`src/rtl/instr_encoder_loader.sv`:
```
// -----------------------------------------------------------------------------
// instr_encoder_loader
//
// Packs instruction requests (opcode plus operand fields) into 16-bit
// instruction words and writes them to consecutive instruction-memory
// addresses. This is the encoding side of the opcode/func format that the
// Controller decodes. The test harness and the boot path use it to load
// programs before the core starts running.
//
// Ports
//   clk          clock, all state changes on the rising edge
//   rst          asynchronous active-high reset
//   start        one-cycle pulse that opens a load session at base_addr
//   base_addr    first word address of the session
//   req_valid    instruction request valid
//   req_ready    loader accepts a request this cycle (LOAD state only)
//   req_last     marks the final request of the session
//   req_opcode   opcode to encode
//   req_func     ALU func field (opcode 1000 only)
//   req_ri       first register field
//   req_rj       second register field (opcode 1000 only)
//   req_imm      immediate/address/offset field
//   imem_we      instruction-memory write strobe
//   imem_addr    write address
//   imem_wdata   encoded instruction word
//   busy         a session is in progress
//   done         one-cycle pulse at session end
//   err_illegal  sticky, an unsupported opcode was rejected
//   err_range    sticky, an immediate did not fit its field
//   err_ovf      sticky, the end of memory was reached before req_last
//   wr_count     words written in the current session
// -----------------------------------------------------------------------------
module instr_encoder_loader #(
    parameter int ADDR_W = 8
) (
    input  logic              clk,
    input  logic              rst,
    input  logic              start,
    input  logic [ADDR_W-1:0] base_addr,
    input  logic              req_valid,
    output logic              req_ready,
    input  logic              req_last,
    input  logic [3:0]        req_opcode,
    input  logic [7:0]        req_func,
    input  logic [1:0]        req_ri,
    input  logic [1:0]        req_rj,
    input  logic [11:0]       req_imm,
    output logic              imem_we,
    output logic [ADDR_W-1:0] imem_addr,
    output logic [15:0]       imem_wdata,
    output logic              busy,
    output logic              done,
    output logic              err_illegal,
    output logic              err_range,
    output logic              err_ovf,
    output logic [ADDR_W:0]   wr_count
);

    typedef enum logic [1:0] {
        S_IDLE  = 2'd0,
        S_LOAD  = 2'd1,
        S_FLUSH = 2'd2,
        S_DONE  = 2'd3
    } state_t;

    localparam logic [ADDR_W-1:0] ADDR_MAX = '1;

    state_t             state_reg;
    state_t             state_next;

    logic [ADDR_W-1:0]  addr_reg;       // address the next accepted word goes to
    logic               we_reg;
    logic [ADDR_W-1:0]  waddr_reg;
    logic [15:0]        wdata_reg;
    logic [ADDR_W:0]    wr_count_reg;
    logic               err_illegal_reg;
    logic               err_range_reg;
    logic               err_ovf_reg;

    logic               op_legal;
    logic               imm_ok;
    logic [15:0]        enc_word;
    logic               hs;
    logic               accept;
    logic               ovf_hit;

    // ---------------------------------------------------------------------
    // Instruction encoding and field checks
    // ---------------------------------------------------------------------
    always_comb begin
        op_legal = 1'b1;
        imm_ok   = (req_imm[11:10] == 2'b00);
        enc_word = '0;
        case (req_opcode)
            4'b0000, 4'b0001, 4'b0100,
            4'b1100, 4'b1101, 4'b1110, 4'b1111: begin
                enc_word = {req_opcode, req_ri, req_imm[9:0]};
            end
            4'b0010: begin
                // Jump uses the full 12-bit field, so nothing can be out of range.
                enc_word = {req_opcode, req_imm};
                imm_ok   = 1'b1;
            end
            4'b1000: begin
                // ALU format carries no immediate.
                enc_word = {req_opcode, req_ri, req_rj, req_func};
                imm_ok   = 1'b1;
            end
            default: begin
                op_legal = 1'b0;
            end
        endcase
    end

    assign hs     = req_valid & req_ready;
    assign accept = hs & op_legal & imm_ok;
    // A word landing on the last address with more requests still to come
    // ends the session early; addr never wraps.
    assign ovf_hit = accept & ~req_last & (addr_reg == ADDR_MAX);

    // ---------------------------------------------------------------------
    // FSM: state register
    // ---------------------------------------------------------------------
    always_ff @(posedge clk or posedge rst) begin
        if (rst) begin
            state_reg <= S_IDLE;
        end else begin
            state_reg <= state_next;
        end
    end

    // ---------------------------------------------------------------------
    // FSM: next-state logic
    // ---------------------------------------------------------------------
    always_comb begin
        state_next = state_reg;
        case (state_reg)
            S_IDLE:  if (start) state_next = S_LOAD;
            S_LOAD:  if (hs && (req_last || ovf_hit)) state_next = S_FLUSH;
            // The word accepted on the closing handshake is written during
            // this single FLUSH cycle.
            S_FLUSH: state_next = S_DONE;
            S_DONE:  state_next = S_IDLE;
            default: state_next = S_IDLE;
        endcase
    end

    // ---------------------------------------------------------------------
    // FSM: outputs
    // ---------------------------------------------------------------------
    always_comb begin
        req_ready = (state_reg == S_LOAD);
        busy      = (state_reg != S_IDLE);
        done      = (state_reg == S_DONE);
    end

    // ---------------------------------------------------------------------
    // Datapath: write pipeline register, address, counters, sticky errors
    // ---------------------------------------------------------------------
    always_ff @(posedge clk or posedge rst) begin
        if (rst) begin
            addr_reg        <= '0;
            we_reg          <= 1'b0;
            waddr_reg       <= '0;
            wdata_reg       <= '0;
            wr_count_reg    <= '0;
            err_illegal_reg <= 1'b0;
            err_range_reg   <= 1'b0;
            err_ovf_reg     <= 1'b0;
        end else begin
            we_reg <= accept;

            // The address advances at acceptance so that a handshake in the
            // same cycle as the previous write already targets addr+1.
            if (accept) begin
                waddr_reg <= addr_reg;
                wdata_reg <= enc_word;
                if (addr_reg != ADDR_MAX) begin
                    addr_reg <= addr_reg + 1'b1;
                end
            end

            if (we_reg) begin
                wr_count_reg <= wr_count_reg + 1'b1;
            end

            if (hs && !op_legal) begin
                err_illegal_reg <= 1'b1;
            end
            if (hs && op_legal && !imm_ok) begin
                err_range_reg <= 1'b1;
            end
            if (ovf_hit) begin
                err_ovf_reg <= 1'b1;
            end

            // No write can be in flight while IDLE, so session setup simply
            // overrides everything above.
            if (state_reg == S_IDLE && start) begin
                addr_reg        <= base_addr;
                wr_count_reg    <= '0;
                err_illegal_reg <= 1'b0;
                err_range_reg   <= 1'b0;
                err_ovf_reg     <= 1'b0;
            end
        end
    end

    assign imem_we     = we_reg;
    assign imem_addr   = waddr_reg;
    assign imem_wdata  = wdata_reg;
    assign wr_count    = wr_count_reg;
    assign err_illegal = err_illegal_reg;
    assign err_range   = err_range_reg;
    assign err_ovf     = err_ovf_reg;

endmodule

```
`config.mk`:
```
export PLATFORM = sky130hd
export DESIGN_NAME = instr_encoder_loader
export DESIGN_NICKNAME = d
export VERILOG_FILES = /design/src/rtl/instr_encoder_loader.sv
export SDC_FILE = /design/constraint.sdc
export NUM_CORES = 1
export LEC_CHECK = 0
export CAP_MARGIN = 5
export CORE_ASPECT_RATIO = 1.2
export CORE_MARGIN = 1.5
export CORE_UTILIZATION = 50
export DETAILED_ROUTE_END_ITERATION = 10
export DONT_BUFFER_PORTS = 1
export SLEW_MARGIN = 20
export SYNTH_ARGS = -nofsm -noshare
export SYNTH_HDL_FRONTEND = slang
export SYNTH_SLANG_ARGS = --single-unit
```
`constraint.sdc`:
```
create_clock -name clk -period 2.32 [get_ports clk]
set_input_delay 0.58 -clock clk [delete_from_list [all_inputs] [get_ports clk]]
set_output_delay 0.58 -clock clk [all_outputs]
set_load 0.005 [all_outputs]
```
==> results of run 1 <==
==> cell families after synthesis <==
kind of cell,count (synthesis)
AND/OR/NAND/NOR,114
AO/OA/AOI/OAI,55
flip-flops,47
buffers and inverters,24
adder cells (fa/ha/maj),7
XOR/XNOR,5
multiplexers,3
==> stage by stage <==
| step | hold slack [ns] | power, uW | std cells |
|---|---|---|---|
| 3_3_place_gp | 0.488 | 2130 | 308 |
| 6_report | 0.215 | 2740 | 316 |
| 5_1_grt | 0.248 | 2960 | 316 |
| 2_1_floorplan | 0.470 | 1950 | 255 |
| 3_5_place_dp | 0.494 | 2150 | 308 |
| 4_1_cts | 0.229 | 2780 | 316 |
==> metal layers <==
layer / global-route usage, % / up-vias / wire length (um)
met1: 26.5 / 875 / 2240
li1: - / 891 / -
met2: 33.5 / 60 / 2390
met3: 5.80 / 9 / 341
met5: 0 / - / 0
met4: 7.08 / 0 / 79
==> layout make-up <==
type / instances / area, sq um
multi-input cells: 184 / 1060
inverters: 10 / 37.5
fillers: 451 / 2040
repair buffers: 9 / 67.6
well taps: 58 / 72.6
flip-flops and latches: 47 / 1180
clock inverters: 3 / 46.3
clock buffers: 5 / 68.8
==> worst min-delay path by stage <==
| stage | startpoint | endpoint | cells past startpoint |
|---|---|---|---|
| 2_1_floorplan | imem_addr[6] | imem_addr[6] | 2 |
| 3_3_place_gp | imem_addr[6] | imem_addr[6] | 2 |
| 3_5_place_dp | imem_addr[0] | imem_addr[0] | 2 |
| 4_1_cts | rst | imem_addr[3] | 1 |
| 5_1_grt | rst | imem_addr[3] | 1 |
| 6_report | rst | imem_addr[3] | 1 |
==> cell usage after synthesis, types with 3 or more instances <==
master     count
buf_2          6
o21ai_0       14
nor2_1        44
dfrtp_1       47
xor2_1         4
clkbuf_1       6
o31ai_1        4
or4_1          3
a2111oi_0      3
a21oi_1        8
a31oi_1        5
nand4_1        6
a221oi_1      12
or3_1          5
inv_1          9
nand2_1       44
ha_1           7
==> power groups by stage <==
stage | clock network (uW) | logic (uW) | registers [uW]
6_report | 622 | 684 | 1440
5_1_grt | 675 | 806 | 1480
4_1_cts | 639 | 698 | 1440
3_5_place_dp | 0 | 697 | 1460
3_3_place_gp | 0 | 680 | 1450
2_1_floorplan | 0 | 578 | 1370
==> worst register-to-register path, stage by stage, from the launching register on <==
cell	delay, ns
dfrtp_1	0.45
nand4_1	0.21
or2_0	0.27
a2111oi_0	0.37
o22ai_1	0.18
mux2_1	0.33
==> results.md, run 1 <==
* Synth unique cells at 41
* Global route overflow at 0
* Area share of the largest cell type after synthesis at 50.2%
* Post-route ant nets at 0
* Netlist area before placement at 2340 sq um
* Die Width at 65.5 um
* Clock Root Buffer: clkbuf_8
* Xor/xnor share of the synthesized area at 1.87%
* Post-cts hold buffer count at 0
* Post-synthesis register bit count at 47
* Bufs and invs on worst path at 0
* Pre-CTS setup slack at 0.249 ns
* Setup tns final at 0 ns
* Synth Area in Adders at 3.74%
* Max_cap viols at 0
* Initial antenna violation count at 0
* Core outline area at 4560 sq um
* Worst reg2reg startpoint: addr_reg[3]
* Critical path, cell by cell: nand4_1 > or2_0 > a2111oi_0 > o22ai_1 > mux2_1
* Ys Warns at 0
* Largest family of logic cells by synthesized area: simple AND/OR/NAND/NOR gates
* Startpoint class of the critical path: register
* # diodes at 0
* H-tree lvl count at 2
* Nets at 305
* Main flop type after synthesis: dfrtp_1
* Die area at 5100 sq um
* Worst-case clock skew at 0.0133 ns
* RSZ-0062 raised after global routing: no
* Seq/Total Area, Yosys at 50.2%
* Largest register FFs at 16
* Sink Count at 47
* Die height at 78.0 um
* Initial Util at 51.3%
* Cell row count at 27
* Post-DP Area at 2410 sq um
* Drc violations at 0
* Worst Path Arrival at 2.11 ns
* Final setup fails at 0
* Crit path capture: state_reg[1]
* Sequential power share at 52.4%
* Most frequent cells in the layout: dfrtp_1 (47), nand2_1 (44), nor2_1 (44)
* Vias in the first global route at 1659
* PD cells at 1090 nW/um^2
* Drt total wl at 5060 um
* Logic gate share of total power at 24.9%
* HPWL after detailed placement at 3800 um
* Layout cells sized above 1 at 8.53%
* Placer congestion estimate at 0.887
* Setup crit start: addr_reg[3]
* Crit Path Category: reg2reg
* R2r endpoint: state_reg[1]
* Mux contribution to synthesized area at 1.34%
* Max_slew headroom at 53.8%
* VDD IR-drop max at 0.529 mV
* Leak at 0.00113 uW
* Synth area leaders: dfrtp_1 (50%), nand2_1 (7.1%), nor2_1 (7.1%), a221oi_1 (4.5%), ha_1 (3.7%)
* CTS tree: done
* Cell family with most CP delay: compound AO/OA/AOI/OAI gates
* Part of the cycle the worst path needs at 82.9%
* Total GRT Usage at 20.7%
* Via count at 1835
* Sw Pwr at 992 uW
* Post-layout util at 55.4%
* R2r setup slk at 0.40 ns
* Pre-antenna DRT Iters at 4
* DR iter-0 viols at 77
* Final Hold Fails at 0
* Clock transition at path regs at 0.10 ns
* Clk buf depth at 2
* Simple logic cell fraction of the synthesized area at 22.3%
* Worst-skew pair later-pin latency at 0.31 ns
* CTS Buf Count at 5
* Crit-path max cell delay at 0.45 ns
* Max-slew violation count at 0
* WL per Instance at 16.0 um
* First-pass GRT wire length at 8160 um
* Post-Syn Nets at 303
* Final worst setup slack at 0.398 ns
* Worst-case reg-to-reg path depth at 5
* Largest area contributor in the netlist: dfrtp_1
* Syn_area_per_cell at 9.18 sq um
* Switch share at 36.1%
* Clk pwr share at 22.7%
* Most common cell after layout, fill and taps aside: dfrtp_1
* Pin count of the biggest net entering global routing at 30
* Fmax at 0.520 GHz
* Worst min-delay path class: in2async
* Crit. End Element: register
* Slowest cell on crit path: dfrtp_1
* Worst Path Max Fanout at 6
* # IOs at 81
* Post-CTS sizing at 0
* Vias per cell at 5.81
* Number of flops mapped to enable cells by yosys at 0
* Number of cells on the critical path at 5
* Layout area overhead at 7.86%
* Worst slew pin tran at 0.688 ns
* Crit path time final at 1.92 ns
* Internal power at 1750 uW
* Mapped Cells at 255
* Post-CTS Setup Inserts at 0
* Status: finished, final reports clean
* CP required at 2.50 ns
* Compound-Gate Fraction of Synth Area at 15.8%
* Port bufs at 0
* Asr flop ratio synth at 100%
* Final Cell Area at 2520 sq um
No activity file was read; power rests on OpenSTA's default activity.
==> run 2, diff against run 1 <==
==> constraint.sdc (replaced) <==
create_clock -name clk -period 1.8 [get_ports clk]
set_input_delay 0.45 -clock clk [delete_from_list [all_inputs] [get_ports clk]]
set_output_delay 0.45 -clock clk [all_outputs]
set_load 0.005 [all_outputs]
==> results.md, run 2 (synthesis results as in run 1) <==
* Status: finished, final reports clean
* Fmax at 0.587 GHz (+13%)
* Slowest cell on crit path: dfrtp_1
* Met3 global-route usage at 5.80% (unchanged)
* Drc violations at 0 (unchanged)
* Leak at 0.00125 uW (+11%)
* Filler cell count at 413 (-8.4%)
* Crit. End Element: register
* Post-DP Area at 2620 sq um (+8.9%)
* Vias per cell at 5.70 (-1.8%)
* Largest register FFs at 16 (unchanged)
* Layout cells sized above 1 at 19.6% (+11 points)
* Most common cell after layout, fill and taps aside: dfrtp_1
* Met2 Usage GRT at 36.9% (+3.5 points)
* Worst-skew pair later-pin latency at 0.30 ns (about the same)
* Layout area overhead at 17.2%
* Port bufs at 0 (unchanged)
* Clock transition at path regs at 0.09 ns (about the same)
* Die height at 78.0 um (unchanged)
* Post-layout util at 60.1% (+4.8 points)
* PD cells at 1330 nW/um^2 (+23%)
* Clk buf depth at 2 (unchanged)
* Met1 Use GR at 26.4% (-0.090 points)
* Final setup fails at 0 (unchanged)
* FF+latch area at 1180 sq um (unchanged)
* Sink Count at 47 (unchanged)
* Part of the cycle the worst path needs at 94.6% (+12 points)
* Crit Path Category: reg2reg
* Worst min-delay path class: in2async
* Worst reg2reg startpoint: state_reg[1]
* # IOs at 81 (unchanged)
* Cell family with most CP delay: compound AO/OA/AOI/OAI gates
* Post-route ant nets at 0 (unchanged)
* Setup tns final at 0 ns (unchanged)
* Final Cell Area at 2740 sq um (+8.6%)
* Global route overflow at 0 (unchanged)
* Number of cells on the critical path at 6 (+1)
* Setup crit start: state_reg[1]
* Vias in the first global route at 1852 (+12%)
* Most frequent cells in the layout: dfrtp_1 (47), nand2_1 (44), nor2_1 (44)
* VDD IR-drop max at 0.677 mV (+28%)
* Bufs and invs on worst path at 1 (+1)
* Pin count of the biggest net entering global routing at 48 (+60%)
* Max_slew headroom at 59.5% (+5.7 points)
* Worst-case reg-to-reg path depth at 6 (+1)
* Core outline area at 4560 sq um (unchanged)
* Multi-input combinational cell area at 1140 sq um (+8.2%)
* CP required at 1.99 ns (-0.51 ns)
* Die area at 5100 sq um (unchanged)
* Via count at 1905 (+3.8%)
* Crit path capture: state_reg[1]
* Critical path, cell by cell: inv_1 > ha_1 > nand2_1 > a2111oi_2 > o22ai_1 > mux2_1
* Worst Path Arrival at 1.89 ns (-0.22 ns)
* Max_cap viols at 0 (unchanged)
* Die Width at 65.5 um (unchanged)
* WL per Instance at 15.6 um (-2.8%)
* HPWL after detailed placement at 3930 um (+3.3%)
* Initial antenna violation count at 0 (unchanged)
* Placer congestion estimate at 0.895 (+0.88%)
* # diodes at 0 (unchanged)
* RSZ-0062 raised after global routing: no
* Pre-antenna DRT Iters at 4 (unchanged)
* R2r setup slk at 0.1 ns (-0.30 ns)
* Most Used Layer, Global Route: met2
* CTS Buf Count at 5 (unchanged)
* Drt total wl at 5200 um (+2.7%)
* Cell row count at 27 (unchanged)
* Crit path time final at 1.70 ns (-0.220 ns)
* Clock Root Buffer: clkbuf_8
* Final Hold Fails at 0 (unchanged)
* First-pass GRT wire length at 8590 um (+5.2%)
* Startpoint class of the critical path: register
* Worst slew pin tran at 0.608 ns (-0.0803 ns)
* Max-slew violation count at 0 (unchanged)
* Nets at 323 (+5.9%)
* DR iter-0 viols at 75 (-2.6%)
* Initial Util at 51.3% (unchanged)
* Total GRT Usage at 21.8% (+1.1 points)
* H-tree lvl count at 2 (unchanged)
* Worst-case clock skew at 0.00777 ns (-0.00552 ns)
* Crit-path max cell delay at 0.39 ns (-0.06 ns)
* Worst Path Max Fanout at 3 (-3)
* CTS tree: done
* R2r endpoint: state_reg[1]
* Post-cts hold buffer count at 0 (unchanged)
* Total power at 3660 uW (+33%)
run 2: changes by cell type in the layout (fill, tap and decap cells not counted), sizes merged:
cell | before | now
clkinv | 0 | 1
inv | 11 | 10
bufinv | 1 | 0
clkbuf | 5 | 6
buf | 9 | 27
run 2: power by group:
part	leakage (uW)	switching, uW	internal [uW]
Combinational	0.000613	618	554
Clock	0.0000474	366	314
Sequential	0.000592	340	1470
Total	0.00125	1320	2340
run 2: per-layer routing:
metal	vias up	part of all wire [%]
met4	0	1.3
li1	933	-
met5	-	0
met3	6	7.0
met1	907	42
met2	59	49
run 2: timing repair:
item                                    CTS  global route
endpoints found under the setup margin    1             6
gates resized for setup                   1             5
pin swaps                                 0             1
setup buffers                             0             0
run 2: area by class of cell:
| type | instances | area share [%] |
|---|---|---|
| Clock buffer | 6 | 3.01 |
| Multi-Input combinational cell | 184 | 41.7 |
| Timing Repair Buffer | 27 | 7.85 |
| Tap cell | 58 | 2.65 |
| Clock inverter | 2 | 0.593 |
| Inverter | 10 | 1.37 |
| Sequential cell | 47 | 42.9 |
run 2: worst min-delay path by stage:
stage | slack [ns] | cells past startpoint | to
3_5_place_dp | 0.40 | 2 | imem_wdata[2]
5_1_grt | 0.08 | 2 | wr_count[4]
2_1_floorplan | 0.47 | 2 | imem_addr[6]
6_report | 0.06 | 2 | wr_count[4]
3_3_place_gp | 0.40 | 2 | imem_wdata[1]
4_1_cts | 0.06 | 2 | wr_count[4]
run 2: per-stage QoR:
step                      instances  setup slack, ns  hold slack [ns]
after floorplan                 255           -0.111            0.470
final                           334           0.0973           0.0599
after detailed placement        326           -0.175            0.399
after global routing            334          0.00981           0.0824
after CTS                       334           0.0372           0.0617
after global placement          326           -0.140            0.399
run 2: worst reg2reg max path: stages (launching register included):
cell       delay [ns]
dfrtp_1          0.39
inv_1            0.07
ha_1             0.16
nand2_1          0.11
a2111oi_2        0.37
o22ai_1          0.17
mux2_1           0.33
